### config.mk
export PLATFORM = sky130hd
export DESIGN_NAME = ysyx_210544_cache_nocache_arb
export DESIGN_NICKNAME = d
export VERILOG_FILES = /design/src/rtl/ysyx_210544_cache_nocache_arb.sv
export SDC_FILE = /design/constraint.sdc
export NUM_CORES = 1
export LEC_CHECK = 0
export CAP_MARGIN = 20
export CORE_AREA = 2 2 589 591
export CTS_BUF_LIST = sky130_fd_sc_hd__clkbuf_16
export DETAILED_ROUTE_END_ITERATION = 10
export DIE_AREA = 0 0 591 593
export GPL_TIMING_DRIVEN = 0
export REMOVE_ABC_BUFFERS = 1
export SYNTH_ARGS = -nofsm -noshare
export SYNTH_HDL_FRONTEND = slang
export SYNTH_SLANG_ARGS = --single-unit
### constraint.sdc
create_clock -name clk -period 29.3 [get_ports clk]
set_input_delay 5.86 -clock clk [delete_from_list [all_inputs] [get_ports clk]]
set_output_delay 5.86 -clock clk [all_outputs]
set_load 0.01 [all_outputs]
### src/rtl/ysyx_210544_cache_nocache_arb.sv
// Round-robin arbiter that puts NCH uncached requesters onto one AXI io port.
// Aligned accesses go out as one beat; misaligned/odd sizes become byte beats and are reassembled.
module ysyx_210544_cache_nocache_arb #(
    parameter int NCH      = 2,
    parameter bit SPLIT_EN = 1'b1
) (
    input  logic              clk,
    input  logic              rst,
    input  logic [NCH-1:0]    i_req,
    input  logic [NCH-1:0]    i_op,
    input  logic [NCH*64-1:0] i_addr,
    input  logic [NCH*64-1:0] i_wdata,
    input  logic [NCH*3-1:0]  i_bytes,
    output logic [NCH*64-1:0] o_rdata,
    output logic [NCH-1:0]    o_ack,
    input  logic [511:0]      i_axi_io_rdata,
    input  logic              i_axi_io_ready,
    output logic              o_axi_io_valid,
    output logic              o_axi_io_op,
    output logic [511:0]      o_axi_io_wdata,
    output logic [63:0]       o_axi_io_addr,
    output logic [2:0]        o_axi_io_size,
    output logic [7:0]        o_axi_io_blks
);
    localparam int GW = (NCH > 1) ? $clog2(NCH) : 1;

    localparam logic [1:0] S_IDLE  = 2'd0;
    localparam logic [1:0] S_ISSUE = 2'd1;
    localparam logic [1:0] S_GAP   = 2'd2;
    localparam logic [1:0] S_ACK   = 2'd3;

    logic [1:0]        state_q, state_d;
    logic [GW-1:0]     last_q, last_d;
    logic [GW-1:0]     gnt_q, gnt_d;
    logic [63:0]       addr_q, addr_d;
    logic              op_q, op_d;
    logic [63:0]       wdata_q, wdata_d;
    logic [2:0]        size_q, size_d;
    logic [3:0]        beats_q, beats_d;
    logic [2:0]        k_q, k_d;
    logic [63:0]       res_q, res_d;
    logic [NCH*64-1:0] rdata_q, rdata_d;

    logic              found;
    logic [GW-1:0]     sel;
    logic [63:0]       sel_addr;
    logic [2:0]        sel_bytes;
    logic [3:0]        sel_n;
    logic              sel_aligned;
    logic [2:0]        sel_size;
    logic [63:0]       beat_mask;
    logic              unused_rdata_hi;

    assign unused_rdata_hi = ^i_axi_io_rdata[511:64];

    // First requester at or after last+1, wrapping.
    always_comb begin
        found = 1'b0;
        sel   = last_q;
        for (int i = 1; i <= NCH; i++) begin
            if (!found && i_req[(int'(last_q) + i) % NCH]) begin
                found = 1'b1;
                sel   = GW'((int'(last_q) + i) % NCH);
            end
        end
    end

    always_comb begin
        sel_addr    = i_addr[sel*64 +: 64];
        sel_bytes   = i_bytes[sel*3 +: 3];
        sel_n       = {1'b0, sel_bytes} + 4'd1;
        // For power-of-two n, bytes == n-1 doubles as the alignment mask.
        sel_aligned = ((sel_n == 4'd1) || (sel_n == 4'd2) || (sel_n == 4'd4) || (sel_n == 4'd8))
                      && ((sel_addr[2:0] & sel_bytes) == 3'd0);
        case (sel_n)
            4'd2:    sel_size = 3'd1;
            4'd4:    sel_size = 3'd2;
            4'd8:    sel_size = 3'd3;
            default: sel_size = 3'd0;
        endcase
        case (size_q)
            3'd0:    beat_mask = 64'h0000_0000_0000_00FF;
            3'd1:    beat_mask = 64'h0000_0000_0000_FFFF;
            3'd2:    beat_mask = 64'h0000_0000_FFFF_FFFF;
            default: beat_mask = 64'hFFFF_FFFF_FFFF_FFFF;
        endcase
    end

    always_comb begin
        state_d = state_q;
        last_d  = last_q;
        gnt_d   = gnt_q;
        addr_d  = addr_q;
        op_d    = op_q;
        wdata_d = wdata_q;
        size_d  = size_q;
        beats_d = beats_q;
        k_d     = k_q;
        res_d   = res_q;
        rdata_d = rdata_q;
        case (state_q)
            S_IDLE: begin
                if (found) begin
                    gnt_d   = sel;
                    addr_d  = sel_addr;
                    op_d    = i_op[sel];
                    wdata_d = i_wdata[sel*64 +: 64];
                    k_d     = 3'd0;
                    res_d   = 64'd0;
                    if (sel_aligned || !SPLIT_EN) begin
                        beats_d = 4'd1;
                        size_d  = sel_aligned ? sel_size : 3'd0;
                    end else begin
                        beats_d = sel_n;
                        size_d  = 3'd0;
                    end
                    state_d = S_ISSUE;
                end
            end
            S_ISSUE: begin
                if (i_axi_io_ready) begin
                    if (!op_q) begin
                        if (beats_q == 4'd1) begin
                            res_d = i_axi_io_rdata[63:0] & beat_mask;
                        end else begin
                            res_d[{k_q, 3'b000} +: 8] = i_axi_io_rdata[7:0];
                        end
                    end
                    if ({1'b0, k_q} == beats_q - 4'd1) begin
                        // Publish read data now so it is valid alongside the ack pulse.
                        if (!op_q) begin
                            rdata_d[gnt_q*64 +: 64] = res_d;
                        end
                        state_d = S_ACK;
                    end else begin
                        k_d     = k_q + 3'd1;
                        state_d = S_GAP;
                    end
                end
            end
            S_GAP: begin
                state_d = S_ISSUE;
            end
            default: begin
                last_d  = gnt_q;
                state_d = S_IDLE;
            end
        endcase
    end

    always_ff @(posedge clk or posedge rst) begin
        if (rst) begin
            state_q <= S_IDLE;
            last_q  <= GW'(NCH - 1);
            gnt_q   <= '0;
            addr_q  <= 64'd0;
            op_q    <= 1'b0;
            wdata_q <= 64'd0;
            size_q  <= 3'd0;
            beats_q <= 4'd1;
            k_q     <= 3'd0;
            res_q   <= 64'd0;
            rdata_q <= '0;
        end else begin
            state_q <= state_d;
            last_q  <= last_d;
            gnt_q   <= gnt_d;
            addr_q  <= addr_d;
            op_q    <= op_d;
            wdata_q <= wdata_d;
            size_q  <= size_d;
            beats_q <= beats_d;
            k_q     <= k_d;
            res_q   <= res_d;
            rdata_q <= rdata_d;
        end
    end

    always_comb begin
        o_ack = '0;
        if (state_q == S_ACK) begin
            o_ack[gnt_q] = 1'b1;
        end
    end

    assign o_rdata        = rdata_q;
    assign o_axi_io_valid = (state_q == S_ISSUE);
    assign o_axi_io_op    = op_q;
    assign o_axi_io_addr  = addr_q + {61'd0, k_q};
    assign o_axi_io_wdata = {448'd0, wdata_q >> {k_q, 3'b000}};
    assign o_axi_io_size  = size_q;
    assign o_axi_io_blks  = 8'd0;
endmodule

==> impl_metrics.json <==
{
  "outcome": "completed",
  "r2r-start": "k_q[0]$_DFFE_PP0P_",
  "yosysMostFrequentCell": "buf_4",
  "worstSetupEndpoint": "o_axi_io_addr[63]",
  "cp.arrival_ps": 5910,
  "cp_data_required_time_ps": 23440,
  "worstReg2RegEnd": "o_rdata[11]$_DFFE_PP0P_",
  "htreeDepth": 2,
  "viasPerCell": 2.45,
  "rr_worst_depth": 9,
  "setup_viol": 0,
  "drv_slew": 0,
  "fillers": 39900,
  "numCtsBuffers": 46,
  "synth_commonest_cells": "457 x buf_4, 332 x dfrtp_1, 264 x nand2_1, 191 x o21ai_0, 173 x mux2i_1",
  "gr-usage-all-layers_pct": 7.47,
  "synth-edff-count": 0,
  "hold_viol": 0,
  "netlist.area_leader.share_pct": 38.9,
  "p_per_area_mw_per_mm2": 95.8,
  "worst_setup_path_end_kind": "output port",
  "async_reset_ff_share_pct": 100,
  "hp-class": "reg -> reg",
  "maxCapViolCount": 0,
  "clkTransAtPathRegs_ps": 60,
  "vias": 18400,
  "grt_pass1_vias": 16900,
  "synthCells": 2333,
  "firstDrtPassIters": 6,
  "ys_warn_count": 0,
  "grt_pass1_wl_um": 170000,
  "fin_area_mm2": 0.0332,
  "die-area_mm2": 0.350,
  "rsz0062_at_grt": "no",
  "fp.dieH_um": 593,
  "cts_tree": "done",
  "cts.sinks": 334,
  "io_buffers": 594,
  "yosys.area.top_type": "dfrtp_1",
  "synthToLayoutAreaGrowth_pct": 55.5,
  "post_cts_buffers": 0,
  "chipWidth_um": 591,
  "place_congestion": 0.792,
  "place_hpwl_um": 117000,
  "final_nets": 3693,
  "clock_path_buffers": 3,
  "fp-row-count": 216,
  "place_area_mm2": 0.0316,
  "worstMarginPinSlew_ps": 1370,
  "fp.coreArea_mm2": 0.345,
  "post_cts_resized": 0,
  "ys_ff_latch": 334,
  "grt_start_max_net_pins": 118,
  "io_pins": 1500,
  "vdd_drop_max_uv": 73.8,
  "fmax_mhz": 85.0,
  "critPathLaunch": "k_q[0]$_DFFE_PP0P_",
  "cp_max_fo": 44,
  "wl_per_cell_um": 18.2,
  "start_util_pct": 6.20,
  "antenna_found_initial": 69,
  "drive_gt1_share_pct": 7.65,
  "grt_overflow_total": 0,
  "r2r_slack_ps": 24300,
  "synth-main-ff-cell": "dfrtp_1",
  "fin_skew_ps": 42.3,
  "cts_hold_buf": 0,
  "avgSynthCellArea_um2": 9.15,
  "synthesis.area_mm2": 0.0214,
  "root_buffer": "clkbuf_16",
  "yosysSeqAreaShare_pct": 39.2,
  "crit_type": "reg -> out",
  "ant_nets": 0,
  "worst_slack_ps": 17530,
  "drt_wl_total_um": 137000,
  "synthTopCellsByArea": "dfrtp_1 39%, buf_4 16%, mux2i_1 8.1%",
  "clkLatencyLatePin_ps": 710,
  "pre_cts_slack_ps": 18050,
  "drtIter0Drc": 1056,
  "fin_setup_tns_ps": 0,
  "period_minus_slack_ps": 11770,
  "critical_path.startpoint_type": "flop",
  "p_leak_nw": 12.9,
  "slew_headroom_pct": 8.41,
  "yosysUniqueCellTypes": 66,
  "drcViolationCount": 0,
  "period_share_pct": 40.2
}
cell families (layout without fill, tap and decap cells):
logic type / count (synthesis) / in the layout / synth area share [%]
buffers and inverters: 604 / 745 / 18.8
and+or+nand+nor: 574 / 574 / 11.7
AOI/OAI and AO/OA: 482 / 482 / 14.2
DFF: 334 / 334 / 39.2
muxes: 251 / 251 / 12.2
xor gates and xnor gates: 71 / 71 / 2.91
adders and majority gates: 16 / 16 / 0.973
other: 1 / 471 / 0.0176
per-stage QoR:
step                      total power [W]  util [%]  instances  hold slack (ps)
final                             0.00318      9.64       7522              477
after global routing              0.00342      9.63       7512              492
after CTS                         0.00329      9.62       7504              481
after detailed placement          0.00267      9.18       7422              466
after global placement            0.00272      8.94       7380              459
after floorplan                   0.00157         -       2208              448
worst min-delay path by stage:
stage,start,end,slack (ps),cells after the start
finish,o_rdata[12]$_DFFE_PP0P_,o_rdata[12]$_DFFE_PP0P_,480,2
global route,res_q[55]$_DFFE_PP0P_,res_q[55]$_DFFE_PP0P_,490,1
CTS,res_q[54]$_DFFE_PP0P_,res_q[54]$_DFFE_PP0P_,480,1
detailed placement,res_q[52]$_DFFE_PP0P_,res_q[52]$_DFFE_PP0P_,470,1
global placement,res_q[40]$_DFFE_PP0P_,res_q[40]$_DFFE_PP0P_,460,1
floorplan,res_q[8]$_DFFE_PP0P_,res_q[8]$_DFFE_PP0P_,450,2
report_power, final:
group          switching, W  total, W  leakage [nW]  internal, W
combinational       0.00107   0.00177          7.78     0.000702
clock              0.000271  0.000589         0.731     0.000317
sequential         0.000189  0.000818          4.34     0.000629
critical path, cell delays in order, from the launching register on:
cell,delay [ps]
dfrtp_4,760
buf_16,310
ha_1,250
nand3_1,270
a211oi_1,870
nand4_1,900
nor3_1,910
xor2_1,210
clkdlybuf4s50_1,570
layout make-up:
cell class / count / area, um2 / share of cell area (%)
Clock inverter: 36 / 347 / 1.04
Timing Repair Buffer: 640 / 6730 / 20.3
Sequential cell: 334 / 8370 / 25.2
Tap cell: 4578 / 5730 / 17.2
Antenna cell: 14 / 35.0 / 0.106
Multi-Input combinational cell: 1851 / 10800 / 32.4
Clock buffer: 46 / 1150 / 3.47
Inverter: 23 / 93.8 / 0.283
sequential cells by signal, summed over array words and instances (netlist names):
name / count
o_rdata: 128
res_q: 64
k_q: 3
o_axi_io_op: 1
state_q: 2
wdata_q: 64
addr_q: 64
beats_q: 4
o_axi_io_size: 2
gnt_q: 1
last_q: 1
routing by layer:
metal	wire length (um)	vias to the layer above	share of wire [%]	track usage, %
li1	-	8334	-	-
met1	51700	8703	38	8.18
met2	69400	1208	51	13.7
met3	11600	187	8.5	2.26
met4	3770	2	2.8	2.22
met5	13	-	0.0095	0
cell usage in the layout (no fill, tap or decap), types with 25 or more instances in the layout:
cell	instances
clkdlybuf4s50_1	594
conb_1	457
dfrtp_1	328
nand2_1	263
o21ai_0	191
mux2i_1	171
nor2_1	159
mux2_2	77
a21oi_1	67
a31oi_1	49
clkbuf_16	46
o2bb2ai_1	40
xnor2_1	38
a22oi_1	36
nor3_1	34
xor2_1	33
a22o_1	25
Note: power is estimated with default switching activity, not from simulation.
